**src/rtl/pb_conditioner_pkg.sv**
```systemverilog
// Shared types and default parameters for the push-button conditioner.
// The repeat FSM state type lives here so that the channel and any debug logic agree on it.
package pb_conditioner_pkg;

  localparam int DEF_NUM_BUTTONS  = 4;
  localparam int DEF_TICK_DIV     = 50000;
  localparam int DEF_DEBOUNCE_LEN = 10;
  localparam int DEF_HOLD_TICKS   = 500;
  localparam int DEF_REPEAT_TICKS = 100;

  typedef enum logic [1:0] {
    PB_IDLE,
    PB_HOLD,
    PB_REPEAT
  } pb_state_t;

  function automatic int max_int(input int a, input int b);
    return (a > b) ? a : b;
  endfunction

endpackage

```
**src/rtl/pb_channel.sv**
```systemverilog
// One push-button: 2-flop synchronizer, tick-sampled debounce with hysteresis,
// registered press/release edge pulses and an auto-repeat FSM driven by the shared tick.
module pb_channel
  import pb_conditioner_pkg::*;
#(
  parameter int DEBOUNCE_LEN = DEF_DEBOUNCE_LEN,
  parameter int HOLD_TICKS   = DEF_HOLD_TICKS,
  parameter int REPEAT_TICKS = DEF_REPEAT_TICKS
) (
  input  logic clk,
  input  logic resetn,
  input  logic pb_n,
  input  logic tick,
  output logic level,
  output logic press_pulse,
  output logic release_pulse,
  output logic repeat_pulse
);

  localparam int CNT_W = $clog2(max_int(HOLD_TICKS, REPEAT_TICKS) + 1);

  logic                    sync_meta;
  logic                    sync;
  logic [DEBOUNCE_LEN-1:0] shift;
  logic                    level_d;
  pb_state_t               state;
  logic [CNT_W-1:0]        tick_cnt;
  logic [CNT_W-1:0]        cnt_inc;

  assign cnt_inc = tick_cnt + 1'b1;

  always_ff @(posedge clk) begin
    if (!resetn) begin
      sync_meta     <= 1'b0;
      sync          <= 1'b0;
      shift         <= '0;
      level         <= 1'b0;
      level_d       <= 1'b0;
      press_pulse   <= 1'b0;
      release_pulse <= 1'b0;
      repeat_pulse  <= 1'b0;
      state         <= PB_IDLE;
      tick_cnt      <= '0;
    end else begin
      sync_meta <= ~pb_n;
      sync      <= sync_meta;
      if (tick) begin
        shift <= {shift[DEBOUNCE_LEN-2:0], sync};
      end
      // Mixed history keeps the previous level, so short glitches are absorbed.
      if (&shift) begin
        level <= 1'b1;
      end else if (~|shift) begin
        level <= 1'b0;
      end
      level_d       <= level;
      press_pulse   <= level & ~level_d;
      release_pulse <= ~level & level_d;
      repeat_pulse  <= 1'b0;

      if (release_pulse) begin
        state    <= PB_IDLE;
        tick_cnt <= '0;
      end else begin
        case (state)
          PB_IDLE: begin
            tick_cnt <= '0;
            if (press_pulse) begin
              state <= PB_HOLD;
            end
          end
          PB_HOLD: begin
            if (tick) begin
              if (cnt_inc == CNT_W'(HOLD_TICKS)) begin
                repeat_pulse <= 1'b1;
                tick_cnt     <= '0;
                state        <= PB_REPEAT;
              end else begin
                tick_cnt <= cnt_inc;
              end
            end
          end
          PB_REPEAT: begin
            if (tick) begin
              if (cnt_inc == CNT_W'(REPEAT_TICKS)) begin
                repeat_pulse <= 1'b1;
                tick_cnt     <= '0;
              end else begin
                tick_cnt <= cnt_inc;
              end
            end
          end
          default: begin
            state    <= PB_IDLE;
            tick_cnt <= '0;
          end
        endcase
      end
    end
  end

endmodule

```
**src/rtl/pb_conditioner.sv**
```systemverilog
// Push-button front end: one shared sampling-tick divider feeding NUM_BUTTONS
// independent debounce/edge/auto-repeat channels.
module pb_conditioner
  import pb_conditioner_pkg::*;
#(
  parameter int NUM_BUTTONS  = DEF_NUM_BUTTONS,
  parameter int TICK_DIV     = DEF_TICK_DIV,
  parameter int DEBOUNCE_LEN = DEF_DEBOUNCE_LEN,
  parameter int HOLD_TICKS   = DEF_HOLD_TICKS,
  parameter int REPEAT_TICKS = DEF_REPEAT_TICKS
) (
  input  logic                   CLOCK_50_I,
  input  logic                   resetn,
  input  logic [NUM_BUTTONS-1:0] PUSH_BUTTON_N_I,
  output logic                   tick_o,
  output logic [NUM_BUTTONS-1:0] pb_level_o,
  output logic [NUM_BUTTONS-1:0] pb_press_o,
  output logic [NUM_BUTTONS-1:0] pb_release_o,
  output logic [NUM_BUTTONS-1:0] pb_repeat_o
);

  localparam int DIV_W = $clog2(TICK_DIV);

  logic [DIV_W-1:0] div_cnt;
  logic             div_last;

  assign div_last = (div_cnt == DIV_W'(TICK_DIV - 1));

  // tick_o is high for the cycle after the divider sits at its terminal count.
  always_ff @(posedge CLOCK_50_I) begin
    if (!resetn) begin
      div_cnt <= '0;
      tick_o  <= 1'b0;
    end else begin
      tick_o  <= div_last;
      div_cnt <= div_last ? '0 : div_cnt + 1'b1;
    end
  end

  generate
    for (genvar gi = 0; gi < NUM_BUTTONS; gi++) begin : g_channel
      pb_channel #(
        .DEBOUNCE_LEN (DEBOUNCE_LEN),
        .HOLD_TICKS   (HOLD_TICKS),
        .REPEAT_TICKS (REPEAT_TICKS)
      ) u_channel (
        .clk           (CLOCK_50_I),
        .resetn        (resetn),
        .pb_n          (PUSH_BUTTON_N_I[gi]),
        .tick          (tick_o),
        .level         (pb_level_o[gi]),
        .press_pulse   (pb_press_o[gi]),
        .release_pulse (pb_release_o[gi]),
        .repeat_pulse  (pb_repeat_o[gi])
      );
    end
  endgenerate

endmodule
```
**config.mk**
```make
export PLATFORM = sky130hd
export DESIGN_NAME = pb_conditioner
export DESIGN_NICKNAME = d
export VERILOG_FILES = /design/src/rtl/pb_conditioner_pkg.sv /design/src/rtl/pb_channel.sv /design/src/rtl/pb_conditioner.sv
export SDC_FILE = /design/constraint.sdc
export NUM_CORES = 1
export LEC_CHECK = 0
export BUFFER_PORTS_ARGS = -buffer_cell sky130_fd_sc_hd__buf_4
export CORE_UTILIZATION = 40
export CTS_CLUSTER_DIAMETER = 40
export DETAILED_ROUTE_END_ITERATION = 7
export PLACE_DENSITY = 0.67
export SLEW_MARGIN = 0
export SYNTH_ARGS = -nofsm -noshare
export SYNTH_HDL_FRONTEND = slang
export SYNTH_SLANG_ARGS = --single-unit
```
**constraint.sdc**
```tcl
create_clock -name CLOCK_50_I -period 5.5 [get_ports CLOCK_50_I]
set_input_delay 0.55 -clock CLOCK_50_I [delete_from_list [all_inputs] [get_ports CLOCK_50_I]]
set_output_delay 0.55 -clock CLOCK_50_I [all_outputs]
set_load 0.05 [all_outputs]
```
==> results.toml, run 1 <==
[run_status]
status = "completed"

[floorplanning]
start_util_pct = 41.2
die_h_um = 130
die_w_um = 130
die_area_sq_um = 17000
pin_count = 23
placementRows = 46
fp.coreArea_sq_um = 15900

[logic_synthesis]
yosysUniqueCellTypes = 76
syn_inst = 788
yosysTopAreaCellShare_pct = 39.3
synth_edf_count = 0
synth-async-reset-ratio_pct = 0
yosysMostFrequentCell = "dfxtp_1"
synth.net_count = 815
ys_ff_latch = 129
synthesis.area_sq_um = 6580
synth-main-ff-cell = "dfxtp_1"
seq_area_frac_synth_pct = 39.3
syn_area_per_cell_sq_um = 8.35
synth_area_leaders = "dfxtp_1 39%, nor2_1 7.0%, mux2i_1 6.8%"
yosys_warnings = 0
netlist_top_cells_count = "129 x dfxtp_1, 123 x nor2_1, 70 x nand2_1, 45 x mux2i_1, 33 x nand3_1"
synth_largest_area_cell = "dfxtp_1"

[placed_design]
place_ws_ns = 2.48
hpwlAfterDp_um = 8450
io_buffers = 22
gp_congestion = 0.856

[clocking]
path_clk_slew_ns = 0.06
h-tree-depth = 4
clock-sinks = 129
post-cts-setup-buffers = 0
cts_tree = "done"
cts_buffers = 17
cts_resized = 0
cts_hold_buf = 0
clockRootBuffer = "clkbuf_16"
cts_max_path_buffers = 2
clk_latency_ns = 0.41

[detailed_routing]
ant_nets = 0
avgViaCountPerCell = 5.26
drtIter0Drc = 316
finalWirelength_um = 12500
drc = 0
first_pass_iters = 5
wl_per_cell_um = 12.5
vias = 5273

[setup_path]
critPathMaxStageDelay_ns = 1.02
end_kind = "flip-flop"
crit_family = "compound AO/OA/AOI/OAI gates"
critPathArrivalTime_ns = 3.33
criticalPathCategory = "reg2reg"
crit_fanout = 11
critPathLaunchType = "flip-flop"
crit_required_ns = 5.83
crit_slowest_cell = "a211oi_1"
cp_num_buf_inv = 0
path_cells = "ha_1, a21boi_0, o22ai_1, o41ai_1, a211oi_1, o21ai_0, a21oi_1"

[global_routing]
grt_max_degree = 50
grt_overflow_total = 0
grt_pass1_vias = 4699
antenna_found_initial = 0
grt_use_total_pct = 16.0
grt_pass1_wl_um = 21700

[min_path]
min_path_type = "in2reg"

[pwr]
irDropWorstVdd_mv = 0.218
p_leak_nw = 2.50
power_density_nw_per_um2 = 316

[timing]
worst_pin_slew_ns = 1.23
layout_setup_ws_ns = 2.50
fin_tns_setup_ns = 0
holdWs_ns = 0.283
fin_worst_skew_ns = 0.00684
slew_headroom_pct = 17.8
setup_violations = 0
fin_crit_sh_pct = 54.5
grt_setup_unrepaired = "no"
fin_crit_ns = 3.00
finalHoldViolations = 0
fmax_mhz = 333
maxSlewViolCount = 0

[cells_and_area]
nNetsFinal = 801
drive_gt1_share_pct = 9.29
antenna_cells = 0
fill_cells = 1531
syn_to_final_growth_pct = 11.2
multiInputGateArea_sq_um = 3600
regArea_sq_um = 2580

[job]
maxCapViolations = 0
-- stage by stage --
step                instances  total power (W)  area [sq um]  util (%)
floorplan                 788          0.00119          6580         -
global placement          971          0.00124          6730      42.2
detailed placement        971          0.00125          6730      42.2
CTS                      1002          0.00235          7310      45.9
global route             1002          0.00243          7310      45.9
finish                   1002          0.00231          7310      45.9
-- cell families after synthesis --
logic type / after synthesis / share of synthesized area [%]
buf+inv: 84 / 6.03
fa+ha+maj: 21 / 4.00
flops: 129 / 39.3
compound gates: 132 / 14.3
mux: 45 / 6.85
simple gates: 354 / 26.5
xor+xnor: 23 / 3.06
-- worst reg2reg max path, delay by kind of cell (launching register included) --
kind	cells	cell delay, ns
adder cells (fa/ha/maj)	1	0.36
flip-flops	1	0.46
AO/OA/AOI/OAI	6	2.11
-- path summary, 6_finish.rpt --
check | startpoint | cells after the start | slack [ns] | to
worst max-delay path | g_channel[3].u_channel.tick_cnt[0] | 7 | 2.50 | g_channel[3].u_channel.tick_cnt[6]
worst min-delay path | PUSH_BUTTON_N_I[0] | 2 | 0.28 | g_channel[0].u_channel.sync_meta
worst max register to register | g_channel[3].u_channel.tick_cnt[0] | 7 | 2.50 | g_channel[3].u_channel.tick_cnt[6]
worst min register to register | g_channel[1].u_channel.level_d | 1 | 0.41 | g_channel[1].u_channel.press_pulse
-- flip-flops by register name (all words and copies together) (netlist names) --
| signal | count |
|---|---|
| div_cnt | 16 |
| g_channel.u_channel.level | 4 |
| g_channel.u_channel.level_d | 4 |
| g_channel.u_channel.press_pulse | 4 |
| g_channel.u_channel.release_pulse | 4 |
| g_channel.u_channel.repeat_pulse | 4 |
| g_channel.u_channel.shift | 40 |
| g_channel.u_channel.state | 8 |
| g_channel.u_channel.sync | 4 |
| g_channel.u_channel.sync_meta | 4 |
| g_channel.u_channel.tick_cnt | 36 |
| tick_o | 1 |
-- area by class of cell --
type / instances / area share (%)
clock inverter: 12 / 1.85
sequential: 129 / 35.3
inverter: 27 / 1.39
clock buffer: 19 / 6.06
multi-input combinational: 575 / 49.2
tap: 216 / 3.70
timing repair buffer: 24 / 2.46
-- metal layers --
metal	share of wire, %	global-route usage [%]	vias up
met5	0	0	-
met4	1.4	6.36	0
met3	3.9	4.72	14
met2	45	25.3	78
met1	50	20.4	2430
li1	-	-	2751
-- where the power goes --
group          internal [W]  switching, W
logic             0.0000801      0.000172
registers          0.000956     0.0000168
clock network      0.000678      0.000410
total               0.00171      0.000599
-- placed cells by master (no fill, tap or decap), drive strengths merged, types with 7 or more instances in the layout --
cell    instances
inv            29
o21a            7
o21ai          22
nor2b           7
nor3           25
a31oi          11
dfxtp         129
and2           13
xnor2          11
nand2          70
nand4          15
a21oi          31
ha             21
nand3          34
nor2          123
mux2i          45
nand2b         12
clkbuf         19
buf            24
xor2           12
nor4           24
Power figures use the tool's default switching activity.
==> run 2: changes to the inputs <==
Settings changed: PLACE_DENSITY 0.67 to 0.7.
Clock period 5.5 ns to 2.6 ns, I/O delays scaled along.
==> results.toml, run 2 (synthesis results as in run 1) <==
[global_routing]
grt_use_total_pct = 16.2
grt_pass1_wl_um = 21900
grt_pass1_vias = 4828
antenna_found_initial = 0
grt_overflow_total = 0
grt_max_degree = 50

[placed_design]
io_buffers = 22
place_ws_ns = 0.204
place_inst = 987
gp_congestion = 0.864
hpwlAfterDp_um = 8370
placed_cell_area_sq_um = 6870

[timing]
slew_headroom_pct = 60.0
maxSlewViolCount = 0
grt_setup_unrepaired = "no"
fin_crit_ns = 2.44
fin_crit_sh_pct = 93.8
fmax_mhz = 410
fin_tns_setup_ns = 0
finalHoldViolations = 0
layout_setup_ws_ns = 0.160
worst_pin_slew_ns = 0.595
fin_worst_skew_ns = 0.00775
setup_violations = 0

[cells_and_area]
nNetsFinal = 823
syn_to_final_growth_pct = 15.6
largest_register_ffs = 40
top_register = "g_channel.u_channel.shift"
design_area_sq_um = 7600
final_common_cell = "dfxtp_1"
multiInputGateArea_sq_um = 3630
top_regs = "g_channel.u_channel.shift x40, g_channel.u_channel.tick_cnt x36, div_cnt x16"
regArea_sq_um = 2580
final_cells = 1025
layout_common_cells = "128 x dfxtp_1, 123 x nor2_1, 70 x nand2_1"
fill_cells = 1504
drive_gt1_share_pct = 12.1
antenna_cells = 0

[clocking]
path_clk_slew_ns = 0.06
clockRootBuffer = "clkbuf_16"
cts_tree = "done"
clk_latency_ns = 0.41
cts_max_path_buffers = 2
clock-sinks = 129
cts_buffers = 17
h-tree-depth = 4

[setup_path]
critPathMaxStageDelay_ns = 0.44
criticalPathCategory = "reg2reg"
critPathLaunchType = "flip-flop"
end_kind = "flip-flop"
reg2regPathDepth = 8
cp_num_buf_inv = 0
critPathArrivalTime_ns = 2.75
crit_family = "compound AO/OA/AOI/OAI gates"
crit_fanout = 6
path_cells = "ha_1, or3b_2, nor4_1, o31ai_1, o41ai_2, a311o_1, a21oi_1, a21o_1"
path_depth = 8
crit_slowest_cell = "or3b_2"
crit_required_ns = 2.91

[pwr]
p_int_w = 0.00398
p_switching_w = 0.00130
pwr-share-comb_pct = 11.6
p_seq_share_pct = 38.9
clock_power_share_pct = 49.4
power_density_nw_per_um2 = 694
irDropWorstVdd_mv = 0.522
p_leak_nw = 2.67
switching_share_pct = 24.7

[floorplanning]
pin_count = 23
placementRows = 46
fp.coreArea_sq_um = 15900
die_h_um = 130
start_util_pct = 41.2
die_area_sq_um = 17000
die_w_um = 130

[min_path]
holdPathStages = 3
min_path_type = "in2reg"

[detailed_routing]
finalWirelength_um = 12700
wl_per_cell_um = 12.4
highest_layer = "met4"
drc = 0
vias = 5350
routed-wl-met2_um = 5790
wl_met3_um = 481
ant_nets = 0
avgViaCountPerCell = 5.22
first_pass_iters = 4
drtIter0Drc = 343
wl_met1_um = 6240

[run_status]
status = "completed"

[job]
maxCapViolations = 0
## run 2: cell types whose count changed in the layout (fill, tap and decap cells not counted), sizes merged
cell         change
buf             +18
dlygate4sd3      +4
bufinv           +3
clkinvlp         -3
clkinv           +1
## run 2: power by group through the flow
| stage | Clock (W) | Combinational [W] | Sequential, W |
|---|---|---|---|
| 6_report | 0.00261 | 0.000614 | 0.00205 |
| 5_1_grt | 0.00275 | 0.000695 | 0.00206 |
| 4_1_cts | 0.00267 | 0.000585 | 0.00205 |
| 3_5_place_dp | 0 | 0.000575 | 0.00210 |
| 3_3_place_gp | 0 | 0.000579 | 0.00209 |
| 2_1_floorplan | 0 | 0.000430 | 0.00209 |
## run 2: cell type report
type / count / share of cell area, %
clock inverters: 13 / 2.73
flip-flops and latches: 129 / 34.0
multi-input cells: 575 / 47.7
well taps: 216 / 3.55
clock buffers: 19 / 5.83
inverters: 27 / 1.33
repair buffers: 46 / 4.84
## run 2: path summary, 6_finish.rpt
kind | from | end | slack [ns]
setup reg to reg | g_channel[0].u_channel.tick_cnt[0] | g_channel[0].u_channel.tick_cnt[7] | 0.16
hold / removal | resetn | g_channel[0].u_channel.release_pulse | 0.19
hold reg to reg | g_channel[3].u_channel.level_d | g_channel[3].u_channel.press_pulse | 0.41
setup / recovery | g_channel[0].u_channel.tick_cnt[0] | g_channel[0].u_channel.tick_cnt[7] | 0.16
## run 2: worst register-to-register path, stage by stage, from the launching register on
cell	delay (ns)
dfxtp_1	0.36
ha_1	0.26
or3b_2	0.45
nor4_1	0.19
o31ai_1	0.15
o41ai_2	0.41
a311o_1	0.29
a21oi_1	0.07
a21o_1	0.16
## run 2: through the flow
stage / hold WS, ns / total power [W] / utilization (%)
global placement: 0.398 / 0.00267 / 43.1
CTS: 0.184 / 0.00531 / 47.4
floorplan: 0.327 / 0.00252 / -
global route: 0.199 / 0.00551 / 47.7
finish: 0.192 / 0.00528 / 47.7
detailed placement: 0.400 / 0.00267 / 43.1
## run 2: what timing repair did
item                                    4_1_cts  5_1_grt
hold endpoints to repair                      4        0
hold buffers                                  4        0
endpoints found under the setup margin        0       19
gates resized for setup                       0        6
buffers inserted                              0        2
## run 2: routing by layer
| metal | track usage (%) | vias up |
|---|---|---|
| li1 | - | 2789 |
| met1 | 20.6 | 2436 |
| met2 | 25.6 | 108 |
| met3 | 4.02 | 17 |
| met4 | 7.59 | 0 |
| met5 | 0 | - |
==> run 3: changes to the inputs <==
Settings changed: CORE_UTILIZATION 40 to 50, PLACE_DENSITY 0.7 to 0.81.
==> results.toml, run 3 (synthesis results as in run 1) <==
[run_status]
status = "completed"

[job]
maxCapViolations = 0

[floorplanning]
die_h_um = 117
start_util_pct = 51.7
die_w_um = 117
fp.coreArea_sq_um = 12700
pin_count = 23
placementRows = 41
die_area_sq_um = 13600

[pwr]
p_int_w = 0.00375
p_seq_share_pct = 40.5
switching_share_pct = 26.2
power_density_nw_per_um2 = 681
clock_power_share_pct = 47.3
p_leak_nw = 2.61
irDropWorstVdd_mv = 0.589
power_w = 0.00508
p_switching_w = 0.00133
pwr-share-comb_pct = 12.2

[placed_design]
place_inst = 942
io_buffers = 22
place_ws_ns = 0.124
hpwlAfterDp_um = 8780
gp_congestion = 0.922

[timing]
fin_crit_ns = 2.44
worst_pin_slew_ns = 0.579
layout_setup_ws_ns = 0.157
fin_crit_sh_pct = 94.0
finalHoldViolations = 0
maxSlewViolCount = 0
holdWs_ns = 0.189
slew_headroom_pct = 61.1
fin_tns_setup_ns = 0
fin_worst_skew_ns = 0.00889
setup_violations = 0
grt_setup_unrepaired = "yes"
fmax_mhz = 409

[setup_path]
criticalPathCategory = "reg2reg"
crit_required_ns = 2.91
crit_family = "compound AO/OA/AOI/OAI gates"
rrSetupSlack_ns = 0.16
r2r-end = "g_channel[0].u_channel.tick_cnt[2]"
startpoint = "g_channel[0].u_channel.tick_cnt[0]"
cp_num_buf_inv = 0
r2r_start = "g_channel[0].u_channel.tick_cnt[0]"
cp-endpoint = "g_channel[0].u_channel.tick_cnt[2]"
crit_slowest_cell = "or3b_2"
end_kind = "flip-flop"
reg2regPathDepth = 8
crit_fanout = 9
critPathMaxStageDelay_ns = 0.45
path_cells = "ha_2, or3b_2, nor4_1, o31ai_1, o41ai_2, a311o_1, a21oi_1, a21o_1"
path_depth = 8
critPathArrivalTime_ns = 2.76
critPathLaunchType = "flip-flop"

[cells_and_area]
antenna_cells = 0
top_register = "g_channel.u_channel.shift"
final_cells = 979
largest_register_ffs = 40
syn_to_final_growth_pct = 13.4
layout_common_cells = "128 x dfxtp_1, 123 x nor2_1, 70 x nand2_1"
drive_gt1_share_pct = 11.6
final_common_cell = "dfxtp_1"
top_regs = "g_channel.u_channel.shift x40, g_channel.u_channel.tick_cnt x36, div_cnt x16"
nNetsFinal = 822
fill_cells = 1103

[detailed_routing]
wl_per_cell_um = 13.6
avgViaCountPerCell = 5.66
vias = 5540
drc = 0
ant_nets = 0
drtIter0Drc = 288
finalWirelength_um = 13300
first_pass_iters = 5

[clocking]
cts_buffers = 17
path_clk_slew_ns = 0.06
clockRootBuffer = "clkbuf_16"
cts_max_path_buffers = 2
clk_latency_ns = 0.42
h-tree-depth = 4
clock-sinks = 129
cts_tree = "done"

[global_routing]
antenna_found_initial = 0
grt_pass1_vias = 5139
grt_pass1_wl_um = 22500
grt_overflow_total = 0
grt_max_degree = 50
grt_use_total_pct = 20.8

[min_path]
min_path_type = "in2reg"
## run 3: cell count changes in the layout (fill, tap and decap cells not counted)
cell,delta
inv_6,+1
clkinvlp_4,+3
bufinv_16,-2
clkinv_4,-2
o22ai_1,+1
o22ai_2,-1
buf_12,-1
o41ai_1,+1
clkbuf_8,-1
o41ai_2,-1
## run 3: power groups by stage
stage | logic, W | registers, W | clock network (W)
after floorplan | 0.000430 | 0.00209 | 0
after global placement | 0.000562 | 0.00209 | 0
after detailed placement | 0.000573 | 0.00210 | 0
after CTS | 0.000581 | 0.00206 | 0.00244
after global routing | 0.000693 | 0.00206 | 0.00252
final | 0.000621 | 0.00206 | 0.00240
## run 3: worst min path at each step
stage	slack (ns)	depth (start not counted)	end	from
finish	0.19	3	g_channel[0].u_channel.release_pulse	resetn
global route	0.20	3	g_channel[1].u_channel.release_pulse	resetn
CTS	0.18	3	g_channel[0].u_channel.release_pulse	resetn
detailed placement	0.40	1	g_channel[2].u_channel.press_pulse	g_channel[2].u_channel.level_d
global placement	0.40	1	g_channel[3].u_channel.press_pulse	g_channel[3].u_channel.level_d
floorplan	0.33	1	g_channel[0].u_channel.sync_meta	PUSH_BUTTON_N_I[0]
## run 3: what timing repair did
action | in CTS | in global routing
endpoints found under the setup margin | 0 | 19
hold buffers | 4 | 0
buffers inserted | 0 | 2
gates resized for setup | 0 | 4
hold endpoints to repair | 4 | 0
## run 3: area by class of cell
| cell class | instances | area, sq um | share of cell area [%] |
|---|---|---|---|
| multi-input cells | 575 | 3620 | 48.5 |
| flip-flops and latches | 129 | 2580 | 34.7 |
| clock buffers | 18 | 429 | 5.76 |
| repair buffers | 45 | 348 | 4.67 |
| well taps | 172 | 215 | 2.89 |
| clock inverters | 13 | 161 | 2.17 |
| inverters | 27 | 101 | 1.36 |
## run 3: routing by layer
layer | wire (um) | track usage [%] | vias to the layer above
met5 | 0 | 0 | -
met4 | 411 | 12.5 | 0
met3 | 594 | 4.41 | 41
met2 | 6190 | 33.5 | 148
met1 | 6080 | 25.6 | 2563
li1 | - | - | 2788
## run 3: through the flow
stage               area (sq um)  utilization [%]
floorplan                   6580                -
global placement            6790             53.4
detailed placement          6790             53.4
CTS                         7420             58.3
global route                7450             58.6
finish                      7450             58.6
## run 3: worst register-to-register path: cells and delay by family (launching register included)
| family | cells | cell delay, ns |
|---|---|---|
| flops | 1 | 0.36 |
| compound gates | 5 | 1.08 |
| simple gates | 2 | 0.63 |
| fa+ha+maj | 1 | 0.26 |
